$ cat config.mk
export PLATFORM = sky130hd
export DESIGN_NAME = datapath_sequencer_flat
export DESIGN_NICKNAME = d
export VERILOG_FILES = /design/src/rtl/datapath_sequencer_pkg.sv /design/src/rtl/datapath_sequencer_if.sv /design/src/rtl/datapath_sequencer.sv /design/src/flat_wrapper.sv
export SDC_FILE = /design/constraint.sdc
export NUM_CORES = 1
export LEC_CHECK = 0
export CAP_MARGIN = 0
export CORE_ASPECT_RATIO = 1.5
export CORE_UTILIZATION = 30
export DETAILED_ROUTE_END_ITERATION = 8
export PLACE_DENSITY = 0.63
export SLEW_MARGIN = 20
export SYNTH_ARGS = -nofsm -noshare
export SYNTH_HDL_FRONTEND = slang
export SYNTH_SLANG_ARGS = --single-unit
export TNS_END_PERCENT = 1
$ cat constraint.sdc
create_clock -name clk -period 6.75 [get_ports clk]
set_input_delay 1.35 -clock clk [delete_from_list [all_inputs] [get_ports clk]]
set_output_delay 1.35 -clock clk [all_outputs]
set_load 0.02 [all_outputs]
$ cat src/rtl/datapath_sequencer_pkg.sv
// Shared types and select encodings for the stepper ASIP sequencer.
// Imported by the sequencer interface and the sequencer itself.
package seq_pkg;

    typedef enum logic [2:0] {
        FETCH    = 3'd0,
        EXEC     = 3'd1,
        WAIT_P   = 3'd2,
        MV_CHECK = 3'd3,
        MV_STEP  = 3'd4,
        MV_WAIT  = 3'd5
    } state_t;

    localparam logic [1:0] OP1_PC    = 2'd0;
    localparam logic [1:0] OP1_SEL0  = 2'd1;
    localparam logic [1:0] OP1_R0    = 2'd2;
    localparam logic [1:0] OP1_POS   = 2'd3;

    localparam logic [1:0] OP2_SEL1  = 2'd0;
    localparam logic [1:0] OP2_IMM   = 2'd1;

    localparam logic [1:0] IMM_BR    = 2'd0;
    localparam logic [1:0] IMM_U3    = 2'd1;
    localparam logic [1:0] IMM_NIB   = 2'd2;
    localparam logic [1:0] IMM_ONE   = 2'd3;

    localparam logic [1:0] WADDR_F0  = 2'd0;
    localparam logic [1:0] WADDR_F1  = 2'd1;
    localparam logic [1:0] WADDR_POS = 2'd2;
    localparam logic [1:0] WADDR_R0  = 2'd3;

    localparam logic [1:0] POSITION_ADDR = 2'd2;
    localparam logic [1:0] R0_ADDR       = 2'd0;

    localparam int D_BR     = 11;
    localparam int D_BRZ    = 10;
    localparam int D_ADDI   = 9;
    localparam int D_SUBI   = 8;
    localparam int D_SR0    = 7;
    localparam int D_SRH0   = 6;
    localparam int D_CLR    = 5;
    localparam int D_MOV    = 4;
    localparam int D_MOVA   = 3;
    localparam int D_MOVR   = 2;
    localparam int D_MOVRHS = 1;
    localparam int D_PAUSE  = 0;

    localparam int T_POS  = 2;
    localparam int T_NEG  = 1;
    localparam int T_ZERO = 0;

endpackage

$ cat src/rtl/datapath_sequencer_if.sv
// Control bundle between the sequencer and the ASIP datapath.
// master = sequencer side, slave = datapath side.
interface datapath_sequencer_if;
    logic [11:0] decoded;
    logic        register0_is_zero;
    logic [2:0]  temp_flags;
    logic        delay_done;

    logic        write_reg_file;
    logic        result_mux_select;
    logic [1:0]  op1_mux_select;
    logic [1:0]  op2_mux_select;
    logic        alu_add_sub;
    logic        alu_set_low;
    logic        alu_set_high;
    logic [1:0]  select_immediate;
    logic [1:0]  select_write_address;
    logic        commit_branch;
    logic        increment_pc;
    logic        load_temp;
    logic        increment_temp;
    logic        decrement_temp;
    logic        start_delay_counter;
    logic        enable_delay_counter;
    logic [2:0]  state_dbg;

    modport master (
        input  decoded, register0_is_zero, temp_flags, delay_done,
        output write_reg_file, result_mux_select,
        output op1_mux_select, op2_mux_select,
        output alu_add_sub, alu_set_low, alu_set_high,
        output select_immediate, select_write_address,
        output commit_branch, increment_pc,
        output load_temp, increment_temp, decrement_temp,
        output start_delay_counter, enable_delay_counter,
        output state_dbg
    );

    modport slave (
        output decoded, register0_is_zero, temp_flags, delay_done,
        input  write_reg_file, result_mux_select,
        input  op1_mux_select, op2_mux_select,
        input  alu_add_sub, alu_set_low, alu_set_high,
        input  select_immediate, select_write_address,
        input  commit_branch, increment_pc,
        input  load_temp, increment_temp, decrement_temp,
        input  start_delay_counter, enable_delay_counter,
        input  state_dbg
    );
endinterface

$ cat src/rtl/datapath_sequencer.sv
// Control FSM for the stepper-motor ASIP datapath.
// Moore outputs plus decoded flags; PC is held during multi-cycle ops.
module datapath_sequencer
    import seq_pkg::*;
#(
    parameter int FETCH_WAIT       = 1,
    parameter int FULL_STEP_WRITES = 2
) (
    input  logic clk,
    input  logic reset_n,
    datapath_sequencer_if.master bus
);

    state_t     state_q, state_d;
    logic [1:0] wait_q;
    logic [1:0] step_q;
    logic       full_q;
    logic       last_write;

    assign last_write    = (step_q <= 2'd1);
    assign bus.state_dbg = state_q;

    // State register
    always_ff @(posedge clk or negedge reset_n) begin
        if (!reset_n) state_q <= FETCH;
        else          state_q <= state_d;
    end

    // Fetch wait counter: reloads whenever FETCH is left or entered
    always_ff @(posedge clk or negedge reset_n) begin
        if (!reset_n)
            wait_q <= 2'(FETCH_WAIT);
        else if (state_q == FETCH && wait_q > 2'd1)
            wait_q <= wait_q - 2'd1;
        else
            wait_q <= 2'(FETCH_WAIT);
    end

    // Step-write counter and movr/movrhs mode latched at EXEC
    always_ff @(posedge clk or negedge reset_n) begin
        if (!reset_n) begin
            step_q <= 2'd0;
            full_q <= 1'b0;
        end else begin
            if (state_q == EXEC)
                full_q <= bus.decoded[D_MOVR];
            if (state_q == MV_CHECK && !bus.temp_flags[T_ZERO])
                step_q <= full_q ? 2'(FULL_STEP_WRITES) : 2'd1;
            else if (state_q == MV_STEP)
                step_q <= step_q - 2'd1;
        end
    end

    // Next-state and control decode
    always_comb begin
        state_d                  = state_q;
        bus.write_reg_file       = 1'b0;
        bus.result_mux_select    = 1'b0;
        bus.op1_mux_select       = OP1_PC;
        bus.op2_mux_select       = OP2_SEL1;
        bus.alu_add_sub          = 1'b0;
        bus.alu_set_low          = 1'b0;
        bus.alu_set_high         = 1'b0;
        bus.select_immediate     = IMM_BR;
        bus.select_write_address = WADDR_F0;
        bus.commit_branch        = 1'b0;
        bus.increment_pc         = 1'b0;
        bus.load_temp            = 1'b0;
        bus.increment_temp       = 1'b0;
        bus.decrement_temp       = 1'b0;
        bus.start_delay_counter  = 1'b0;
        bus.enable_delay_counter = 1'b0;

        unique case (state_q)
            FETCH: begin
                if (wait_q <= 2'd1) state_d = EXEC;
            end
            EXEC: begin
                state_d = FETCH;
                if (!$onehot(bus.decoded)) begin
                    bus.increment_pc = 1'b1;
                end else begin
                    unique case (1'b1)
                        bus.decoded[D_ADDI], bus.decoded[D_SUBI]: begin
                            bus.op1_mux_select   = OP1_SEL0;
                            bus.op2_mux_select   = OP2_IMM;
                            bus.select_immediate = IMM_U3;
                            bus.alu_add_sub      = bus.decoded[D_SUBI];
                            bus.write_reg_file   = 1'b1;
                            bus.increment_pc     = 1'b1;
                        end
                        bus.decoded[D_SR0], bus.decoded[D_SRH0]: begin
                            bus.op1_mux_select       = OP1_R0;
                            bus.op2_mux_select       = OP2_IMM;
                            bus.select_immediate     = IMM_NIB;
                            bus.alu_set_low          = bus.decoded[D_SR0];
                            bus.alu_set_high         = bus.decoded[D_SRH0];
                            bus.select_write_address = WADDR_R0;
                            bus.write_reg_file       = 1'b1;
                            bus.increment_pc         = 1'b1;
                        end
                        bus.decoded[D_CLR]: begin
                            bus.result_mux_select = 1'b1;
                            bus.write_reg_file    = 1'b1;
                            bus.increment_pc      = 1'b1;
                        end
                        bus.decoded[D_MOV], bus.decoded[D_MOVA]: begin
                            bus.op2_mux_select = OP2_SEL1;
                            bus.alu_set_low    = 1'b1;
                            bus.alu_set_high   = 1'b1;
                            if (bus.decoded[D_MOVA])
                                bus.select_write_address = WADDR_POS;
                            bus.write_reg_file = 1'b1;
                            bus.increment_pc   = 1'b1;
                        end
                        bus.decoded[D_BR], bus.decoded[D_BRZ]: begin
                            if (bus.decoded[D_BR] || bus.register0_is_zero) begin
                                bus.op1_mux_select   = OP1_PC;
                                bus.op2_mux_select   = OP2_IMM;
                                bus.select_immediate = IMM_BR;
                                bus.commit_branch    = 1'b1;
                            end else begin
                                bus.increment_pc = 1'b1;
                            end
                        end
                        bus.decoded[D_PAUSE]: begin
                            bus.start_delay_counter = 1'b1;
                            state_d = WAIT_P;
                        end
                        bus.decoded[D_MOVR], bus.decoded[D_MOVRHS]: begin
                            bus.load_temp = 1'b1;
                            state_d = MV_CHECK;
                        end
                        default: bus.increment_pc = 1'b1;
                    endcase
                end
            end
            WAIT_P: begin
                bus.enable_delay_counter = 1'b1;
                if (bus.delay_done) begin
                    bus.increment_pc = 1'b1;
                    state_d = FETCH;
                end
            end
            MV_CHECK: begin
                if (bus.temp_flags[T_ZERO]) begin
                    bus.increment_pc = 1'b1;
                    state_d = FETCH;
                end else begin
                    state_d = MV_STEP;
                end
            end
            MV_STEP: begin
                bus.op1_mux_select       = OP1_POS;
                bus.op2_mux_select       = OP2_IMM;
                bus.select_immediate     = IMM_ONE;
                bus.alu_add_sub          = bus.temp_flags[T_NEG];
                bus.select_write_address = WADDR_POS;
                bus.write_reg_file       = 1'b1;
                if (last_write) begin
                    bus.decrement_temp      = bus.temp_flags[T_POS];
                    bus.increment_temp      = bus.temp_flags[T_NEG]
                                              && !bus.temp_flags[T_POS];
                    bus.start_delay_counter = 1'b1;
                    state_d = MV_WAIT;
                end
            end
            MV_WAIT: begin
                bus.enable_delay_counter = 1'b1;
                if (bus.delay_done) state_d = MV_CHECK;
            end
            default: state_d = FETCH;
        endcase
    end

endmodule

$ cat src/flat_wrapper.sv
// flat-port wrapper written by rule: the top's interface ports become plain ports
module datapath_sequencer_flat import seq_pkg::*;
#(
    parameter int FETCH_WAIT       = 1,
    parameter int FULL_STEP_WRITES = 2
)
  (clk, reset_n, bus_decoded, bus_register0_is_zero, bus_temp_flags, bus_delay_done, bus_write_reg_file, bus_result_mux_select, bus_op1_mux_select, bus_op2_mux_select, bus_alu_add_sub, bus_alu_set_low, bus_alu_set_high, bus_select_immediate, bus_select_write_address, bus_commit_branch, bus_increment_pc, bus_load_temp, bus_increment_temp, bus_decrement_temp, bus_start_delay_counter, bus_enable_delay_counter, bus_state_dbg);
  datapath_sequencer_if bus_i ();
  input  logic clk;
  input  logic reset_n;
  input wire logic [$bits(bus_i.decoded)-1:0] bus_decoded;
  input wire logic [$bits(bus_i.register0_is_zero)-1:0] bus_register0_is_zero;
  input wire logic [$bits(bus_i.temp_flags)-1:0] bus_temp_flags;
  input wire logic [$bits(bus_i.delay_done)-1:0] bus_delay_done;
  output wire logic [$bits(bus_i.write_reg_file)-1:0] bus_write_reg_file;
  output wire logic [$bits(bus_i.result_mux_select)-1:0] bus_result_mux_select;
  output wire logic [$bits(bus_i.op1_mux_select)-1:0] bus_op1_mux_select;
  output wire logic [$bits(bus_i.op2_mux_select)-1:0] bus_op2_mux_select;
  output wire logic [$bits(bus_i.alu_add_sub)-1:0] bus_alu_add_sub;
  output wire logic [$bits(bus_i.alu_set_low)-1:0] bus_alu_set_low;
  output wire logic [$bits(bus_i.alu_set_high)-1:0] bus_alu_set_high;
  output wire logic [$bits(bus_i.select_immediate)-1:0] bus_select_immediate;
  output wire logic [$bits(bus_i.select_write_address)-1:0] bus_select_write_address;
  output wire logic [$bits(bus_i.commit_branch)-1:0] bus_commit_branch;
  output wire logic [$bits(bus_i.increment_pc)-1:0] bus_increment_pc;
  output wire logic [$bits(bus_i.load_temp)-1:0] bus_load_temp;
  output wire logic [$bits(bus_i.increment_temp)-1:0] bus_increment_temp;
  output wire logic [$bits(bus_i.decrement_temp)-1:0] bus_decrement_temp;
  output wire logic [$bits(bus_i.start_delay_counter)-1:0] bus_start_delay_counter;
  output wire logic [$bits(bus_i.enable_delay_counter)-1:0] bus_enable_delay_counter;
  output wire logic [$bits(bus_i.state_dbg)-1:0] bus_state_dbg;
  assign bus_i.decoded = bus_decoded;
  assign bus_i.register0_is_zero = bus_register0_is_zero;
  assign bus_i.temp_flags = bus_temp_flags;
  assign bus_i.delay_done = bus_delay_done;
  assign bus_write_reg_file = bus_i.write_reg_file;
  assign bus_result_mux_select = bus_i.result_mux_select;
  assign bus_op1_mux_select = bus_i.op1_mux_select;
  assign bus_op2_mux_select = bus_i.op2_mux_select;
  assign bus_alu_add_sub = bus_i.alu_add_sub;
  assign bus_alu_set_low = bus_i.alu_set_low;
  assign bus_alu_set_high = bus_i.alu_set_high;
  assign bus_select_immediate = bus_i.select_immediate;
  assign bus_select_write_address = bus_i.select_write_address;
  assign bus_commit_branch = bus_i.commit_branch;
  assign bus_increment_pc = bus_i.increment_pc;
  assign bus_load_temp = bus_i.load_temp;
  assign bus_increment_temp = bus_i.increment_temp;
  assign bus_decrement_temp = bus_i.decrement_temp;
  assign bus_start_delay_counter = bus_i.start_delay_counter;
  assign bus_enable_delay_counter = bus_i.enable_delay_counter;
  assign bus_state_dbg = bus_i.state_dbg;
  datapath_sequencer #(.FETCH_WAIT(FETCH_WAIT), .FULL_STEP_WRITES(FULL_STEP_WRITES)) u_core (.clk(clk), .reset_n(reset_n), .bus(bus_i));
endmodule
==> summary.md, run 1 <==
| Metric | Value |
|---|---|
| Status | complete, no violations |
| Most common flop cell mapped by yosys | dfrtp_1 |
| VDD IR max | 307.5 uV |
| Longest Clk Path Bufs | 2 |
| Num CTS Buffers | 3 |
| 1st-pass router iterations | 4 |
| Share of flip-flops with an asynchronous set or reset | 100.0% |
| CTS tree | done |
| Final std cells w/o fill | 229 |
| DRT iter0 DRCs | 13 |
| Placed cell area | between 0.0015 and 0.002 mm2 |
| GRT overflow | 0 |
| Static leakage power | 0.8938 nW |
| Fin crit share | 94.39% |
| Drt wl/cell | approximately 13 um |
| Die area | 0.004102 mm2 |
| Global-route wire length before repair | 4.671 mm |
| Syn. warnings | 0 |
| Power Total | between 0.5 and 0.6 mW |
| Clock sink count | 8 |
| Critical Path AT | roughly 5000 ps |
| Die Width | 52.63 um |
| Critical path startpoint | bus_decoded[4] |
| Setup WS pre-CTS | -484.0 ps |
| Worst R2R Setup Slack | 5240 ps |
| Mapped Avg Cell Area | 8.420 um2 |
| Post-synth EDFFs | 0 |
| Setup WS post-layout | 378.5 ps |
| Yosys cell types | 43 |
| Mapped Area | around 0.0012 mm2 |
| Detailed placement HPWL | ~2.5 mm |
| Placed cells | 224 |
| Syn nets | 179 |
| CP Data Required Time | 5400 ps |
| Post-route DRC | 0 |
| IO buf count | 40 |
| Final antenna-violating net count | 0 |
| Syn Inst Count | 137 |
| Peak Freq | 156.9 MHz |
| Critical Path End Type | output port |
| Gp weighted congestion | ~0.8 |
| Final hold viol count | 0 |
| Design area | roughly 0.0017 mm2 |
| Max_cap viols | 0 |
| Largest net degree at the start of global routing | 18 |
| Slew Limit Fails | 0 |
| Power Density | 326.4 mW/mm2 |
| # diodes | 0 |
| Via density | 4.620 |
| Final setup TNS | 0 ps |
| RR Startpoint | u_core.bus.state_dbg[2] |
| Worst Skew | 2.291 ps |
| Worst Setup EP | bus_alu_set_high |
| Row cnt | 27 |
| R2R depth | 5 |
| Relative max-transition margin | 64.36% |
| Worst Tran Pin Value | 534.6 ps |
| Initial antenna violation count | 0 |
| Worst-skew pair later-pin latency | 230 ps |
| Post-Route WL | 2.871 mm |
| Crit Path Class | input pin to output port |
| R2R Path End | u_core.bus.state_dbg[1] |
| H-tree depth | 1 |
| Share of layout cells above drive strength 1 | 25.81% |
| RSZ-0062 raised after global routing | false |
| Seq cells post-synth | 8 |
| CTS clk-pin slew, worst paths | 40 ps |
| Final setup vio count | 0 |
| Nets | 229 |
| P&R area growth vs syn | 46.53% |
| Crit-path max FO | 6 |
| Worst Hold Class | flop to flop |
| Crit path time final | 6371 ps |
| GRT Overall Usage | 15.25% |
| Core Box Area | between 0.003 and 0.004 mm2 |
| Clock root buffer | clkbuf_8 |
| Seq/Total Area, Yosys | between 10% and 20% |
| Initial core utilization | approximately 31% |
| I/O pins | 42 |
| Vias post-DR | 1058 |
| Vias in the first global route | between 1000 and 1500 |
| Crit start category | input pin |
| Die H | about 78 um |
==> stage by stage <==
step,hold WS (ps),util (%)
2_1_floorplan,423.5,-
3_3_place_gp,431.7,44.51
6_report,450.9,45.91
3_5_place_dp,444.0,44.51
4_1_cts,453.7,44.41
5_1_grt,458.5,45.91
==> worst max-delay path, stage by stage <==
cell            delay, ps
dlymetal6s2s_1        140
ha_1                  280
inv_1                  50
fa_1                  490
fa_1                  510
inv_1                  60
fa_1                  510
ha_2                  170
inv_1                  50
fa_1                  370
xor2_1                150
and3_4                220
o2111ai_4             160
buf_6                 200
and2b_1               200
buf_6                 110
==> power by group <==
group | switching (mW) | leakage (nW) | total (mW) | internal (mW)
clock | 0.0184 | 0.0228 | 0.0593 | 0.0409
combinational | 0.215 | 0.772 | 0.399 | 0.185
sequential | 0.0275 | 0.0987 | 0.0934 | 0.0659
==> routing by layer <==
layer	wire length, um	up-vias	part of all wire (%)	track usage (%)
li1	-	544	-	-
met1	1103	479	38	16.25
met2	1575	30	55	28.86
met3	149	5	5.2	1.765
met4	42	0	1.5	5.526
met5	0	-	0	0
==> cell usage after synthesis, types with 2 or more instances <==
cell type	instances	area, um2
fa_1	7	140.1
inv_1	30	112.6
nor2_1	10	37.54
nand2b_1	2	12.51
nand2_1	7	26.28
mux2i_1	2	20.02
and2b_1	2	15.01
buf_2	2	10.01
dfrtp_1	7	175.2
a21o_1	2	15.01
ha_1	16	200.2
and3_1	3	18.77
nor3b_1	3	22.52
o21ai_0	7	35.03
o21ai_2	5	43.79
buf_4	3	22.52
xor2_1	2	17.52
a21oi_1	2	10.01
==> registers in the layout (all words and copies together) (netlist names) <==
register,flops
u_core.bus.state_dbg,3
u_core.full_q,1
u_core.step_q,2
u_core.wait_q,2
==> final cells by class <==
class / count / area (um2)
Clock buffer: 4 / 45.04
Fill cell: 363 / 1992
Inverter: 30 / 112.6
Multi-Input combinational cell: 93 / 840.8
Sequential cell: 8 / 201.4
Tap cell: 43 / 53.80
Timing Repair Buffer: 51 / 436.7
==> worst min-delay path by stage <==
| stage | start | end | slack, ps | cells after the start |
|---|---|---|---|---|
| final | u_core.wait_q[0] | u_core.wait_q[0] | 450 | 1 |
| after global routing | u_core.wait_q[0] | u_core.wait_q[0] | 460 | 1 |
| after floorplan | u_core.wait_q[0] | u_core.wait_q[0] | 420 | 1 |
| after detailed placement | u_core.wait_q[0] | u_core.wait_q[0] | 440 | 1 |
| after CTS | u_core.wait_q[0] | u_core.wait_q[0] | 450 | 1 |
| after global placement | u_core.wait_q[0] | u_core.wait_q[0] | 430 | 1 |
==> layout by cell type, fill, tap and decap left out, types with 2 or more instances in the layout <==
cell             count
o21ai_0              5
a21o_1               2
dfrtp_1              7
fa_1                 7
a21oi_1              2
nand2_1              7
nand2b_1             2
dlymetal6s2s_1       6
ha_1                14
and2b_1              2
o21ai_1              3
buf_6                3
and3_1               2
nor3b_1              3
buf_4               11
inv_1               27
xor2_1               2
inv_2                3
o21ai_2              5
nor2_1              10
mux2i_1              2
buf_2               13
clkdlybuf4s50_1     18
clkbuf_8             3
==> what timing repair did <==
item                       CTS  global route
hold buffers                 0             0
setup endpoints to repair   16            16
gates resized for setup     67            21
buffers inserted             1             0
gates cloned                 0             0
pin swaps                    3             6
==> cell families after synthesis <==
group | after synthesis | synth area share, %
compound gates | 27 | 17.79
xor+xnor | 2 | 1.519
fa+ha+maj | 23 | 29.50
buf+inv | 36 | 13.56
flops | 8 | 17.46
mux | 3 | 2.711
other cells | 1 | 0.3251
simple gates | 37 | 17.14
Note: power is estimated with default switching activity, not from simulation.
==> inputs of run 2 (changes only) <==
--- a/config.mk
+++ b/config.mk
@@ -10,6 +10,7 @@
 export CORE_UTILIZATION = 30
 export DETAILED_ROUTE_END_ITERATION = 8
 export PLACE_DENSITY = 0.63
+export REMOVE_ABC_BUFFERS = 1
 export SLEW_MARGIN = 20
 export SYNTH_ARGS = -nofsm -noshare
 export SYNTH_HDL_FRONTEND = slang
==> run 2 against run 1 <==
Worst hold slack got worse by 11 ps. Global-route usage decreased by 0.43 points. Utilization decreased by 0.20 points. Register-to-register slack got worse by 30 ps. Largest cell class unchanged.
==> summary.md, run 2 (same netlist as run 1, synthesis figures left out) <==
| Metric | Value |
|---|---|
| Largest net degree at the start of global routing | 18 (unchanged) |
| Post-Route WL | 2.795 mm (-2.6%) |
| CTS clk-pin slew, worst paths | 40 ps (about the same) |
| Clock sink count | 8 (unchanged) |
| Largest stage delay on the critical path | 510 ps (about the same) |
| Global-route wire length before repair | 4.705 mm (+0.73%) |
| Final std cells w/o fill | 230 (+0.44%) |
| Crit-path max FO | 5 (-1) |
| Worst-skew pair later-pin latency | 230 ps (about the same) |
| R2R depth | 3 (-2) |
| Initial core utilization | 31.33% (unchanged) |
| DRT iter0 DRCs | 22 (+9) |
| H-tree depth | 1 (unchanged) |
| Final antenna-violating net count | 0 (unchanged) |
| Clock root buffer | clkbuf_8 |
| Critical Path End Type | output port |
| Die H | 77.95 um (unchanged) |
| CP Data Required Time | 5400 ps (about the same) |
| Core Box Area | 0.003682 mm2 (unchanged) |
| # diodes | 0 (unchanged) |
| Final hold viol count | 0 (unchanged) |
| Final setup TNS | 0 ps (unchanged) |
| Crit path time final | 6490 ps (+119.0 ps) |
| I/O pins | 42 (unchanged) |
| Die Width | 52.63 um (unchanged) |
| Worst hold stages | 1 (unchanged) |
| Fin crit share | 96.16% (+1.8 points) |
| Share of layout cells above drive strength 1 | 25.13% (-0.67 points) |
| VDD IR max | 139.7 uV (-55%) |
| CP Cell Sequence | dlygate4sd2_1, inv_1, ha_1, inv_1, fa_1, fa_1, inv_1, fa_1, ha_2, inv_1, fa_2, and3_4, o2111ai_4, buf_6, and2b_1, buf_6 |
| Max reg flops | 3 (unchanged) |
| CTS tree | done |
| Final setup vio count | 0 (unchanged) |
| Vias in the first global route | 1107 (+0.090%) |
| Via density | 4.678 (+1.3%) |
| Initial antenna violation count | 0 (unchanged) |
| Worst Hold Class | flop to flop |
| Drt wl/cell | 12.15 um (-3.1%) |
| Setup WS post-layout | 259.5 ps (-119.0 ps) |
| Peak Freq | 154.1 MHz (-1.8%) |
| Longest Clk Path Bufs | 2 (unchanged) |
| Vias post-DR | 1076 (+1.7%) |
| Die area | 0.004102 mm2 (unchanged) |
| Most common cell after layout, fill and taps aside | inv_1 |
| GRT overflow | 0 (unchanged) |
| Worst path most repeated cell | inv_1 |
| Power Density | 331.1 mW/mm2 (+1.4%) |
| Setup WS pre-CTS | -526.7 ps (-42.74 ps) |
| Post-route DRC | 0 (unchanged) |
| Nets | 230 (+0.44%) |
| Util after Layout | 45.70% (-0.20 points) |
| 1st-pass router iterations | 4 (unchanged) |
| Placed cells | 224 (unchanged) |
| Critical Path AT | 5140 ps (+120 ps) |
| Row cnt | 27 (unchanged) |
| Relative max-transition margin | 62.60% (-1.8 points) |
| Worst Skew | 7.237 ps (+4.946 ps) |
| Detailed placement HPWL | 2.357 mm (-6.3%) |
| P&R area growth vs syn | 45.88% |
| Placed cell area | 0.001639 mm2 (unchanged) |
| Slew Limit Fails | 0 (unchanged) |
| Worst Tran Pin Value | 561.0 ps (+26.47 ps) |
| IO buf count | 40 (unchanged) |
| RSZ-0062 raised after global routing | false |
| Design area | 0.001683 mm2 (-0.44%) |
| Static leakage power | 0.8942 nW (about the same) |
| Crit Path Class | input pin to output port |
| Status | complete, no violations |
| Max_cap viols | 0 (unchanged) |
| GRT Overall Usage | 14.82% (-0.43 points) |
| Crit start category | input pin |
| Most frequent cells in the layout | inv_1, clkdlybuf4s50_1, ha_1 |
| Slowest CP cell | fa_1 |
| Num CTS Buffers | 3 (unchanged) |
| Gp weighted congestion | 0.8372 (+4.1%) |
-- run 2: per-layer routing --
layer	vias to the layer above	wire length, um	GRT usage [%]
met5	-	0	0
met4	0	37	5.000
met3	4	78	0.5882
met2	25	1493	26.20
met1	502	1186	18.39
li1	545	-	-
-- run 2: worst paths after layout --
check	startpoint	slack (ps)	endpoint
max in group asynchronous	reset_n	5050	u_core.wait_q[0]
setup reg to reg	u_core.bus.state_dbg[0]	5210	u_core.step_q[0]
hold / removal	u_core.wait_q[0]	440	u_core.wait_q[0]
min in group asynchronous	reset_n	1400	u_core.wait_q[1]
hold reg to reg	u_core.wait_q[0]	440	u_core.wait_q[0]
setup / recovery	bus_decoded[0]	260	bus_alu_set_high
-- run 2: final cells by class --
| type | count | area [um2] |
|---|---|---|
| Sequential cell | 8 | 201.4 |
| Tap cell | 43 | 53.80 |
| Fill cell | 375 | 1999 |
| Timing Repair Buffer | 52 | 447.9 |
| Multi-Input combinational cell | 93 | 822.0 |
| Inverter | 30 | 112.6 |
| Clock buffer | 4 | 45.04 |
-- run 2: where the power goes --
part | total [mW] | switching, mW | internal [mW]
sequential | 0.0950 | 0.0292 | 0.0658
combinational | 0.402 | 0.214 | 0.189
clock | 0.0599 | 0.0190 | 0.0409
-- run 2: through the flow --
stage                     power, mW  hold WS (ps)
after floorplan              0.3257         423.5
after global placement       0.4966         430.9
after detailed placement     0.5038         433.4
after CTS                    0.5527         443.2
after global routing         0.6072         467.5
final                        0.5572         440.0
-- run 2: timing repair --
action / 4_1_cts / 5_1_grt
pin swaps: 2 / 5
setup endpoints to repair: 16 / 16
hold buffers: 0 / 0
hold endpoints to repair: 0 / 0
setup buffers: 1 / 0
cloned: 1 / 0
gates resized for setup: 79 / 10
-- run 2: critical path: cells and delay by family --
family / cells / cell delay, ps
fa+ha+maj: 6 / 2450
compound gates: 1 / 160
simple gates: 2 / 400
buf+inv: 7 / 760
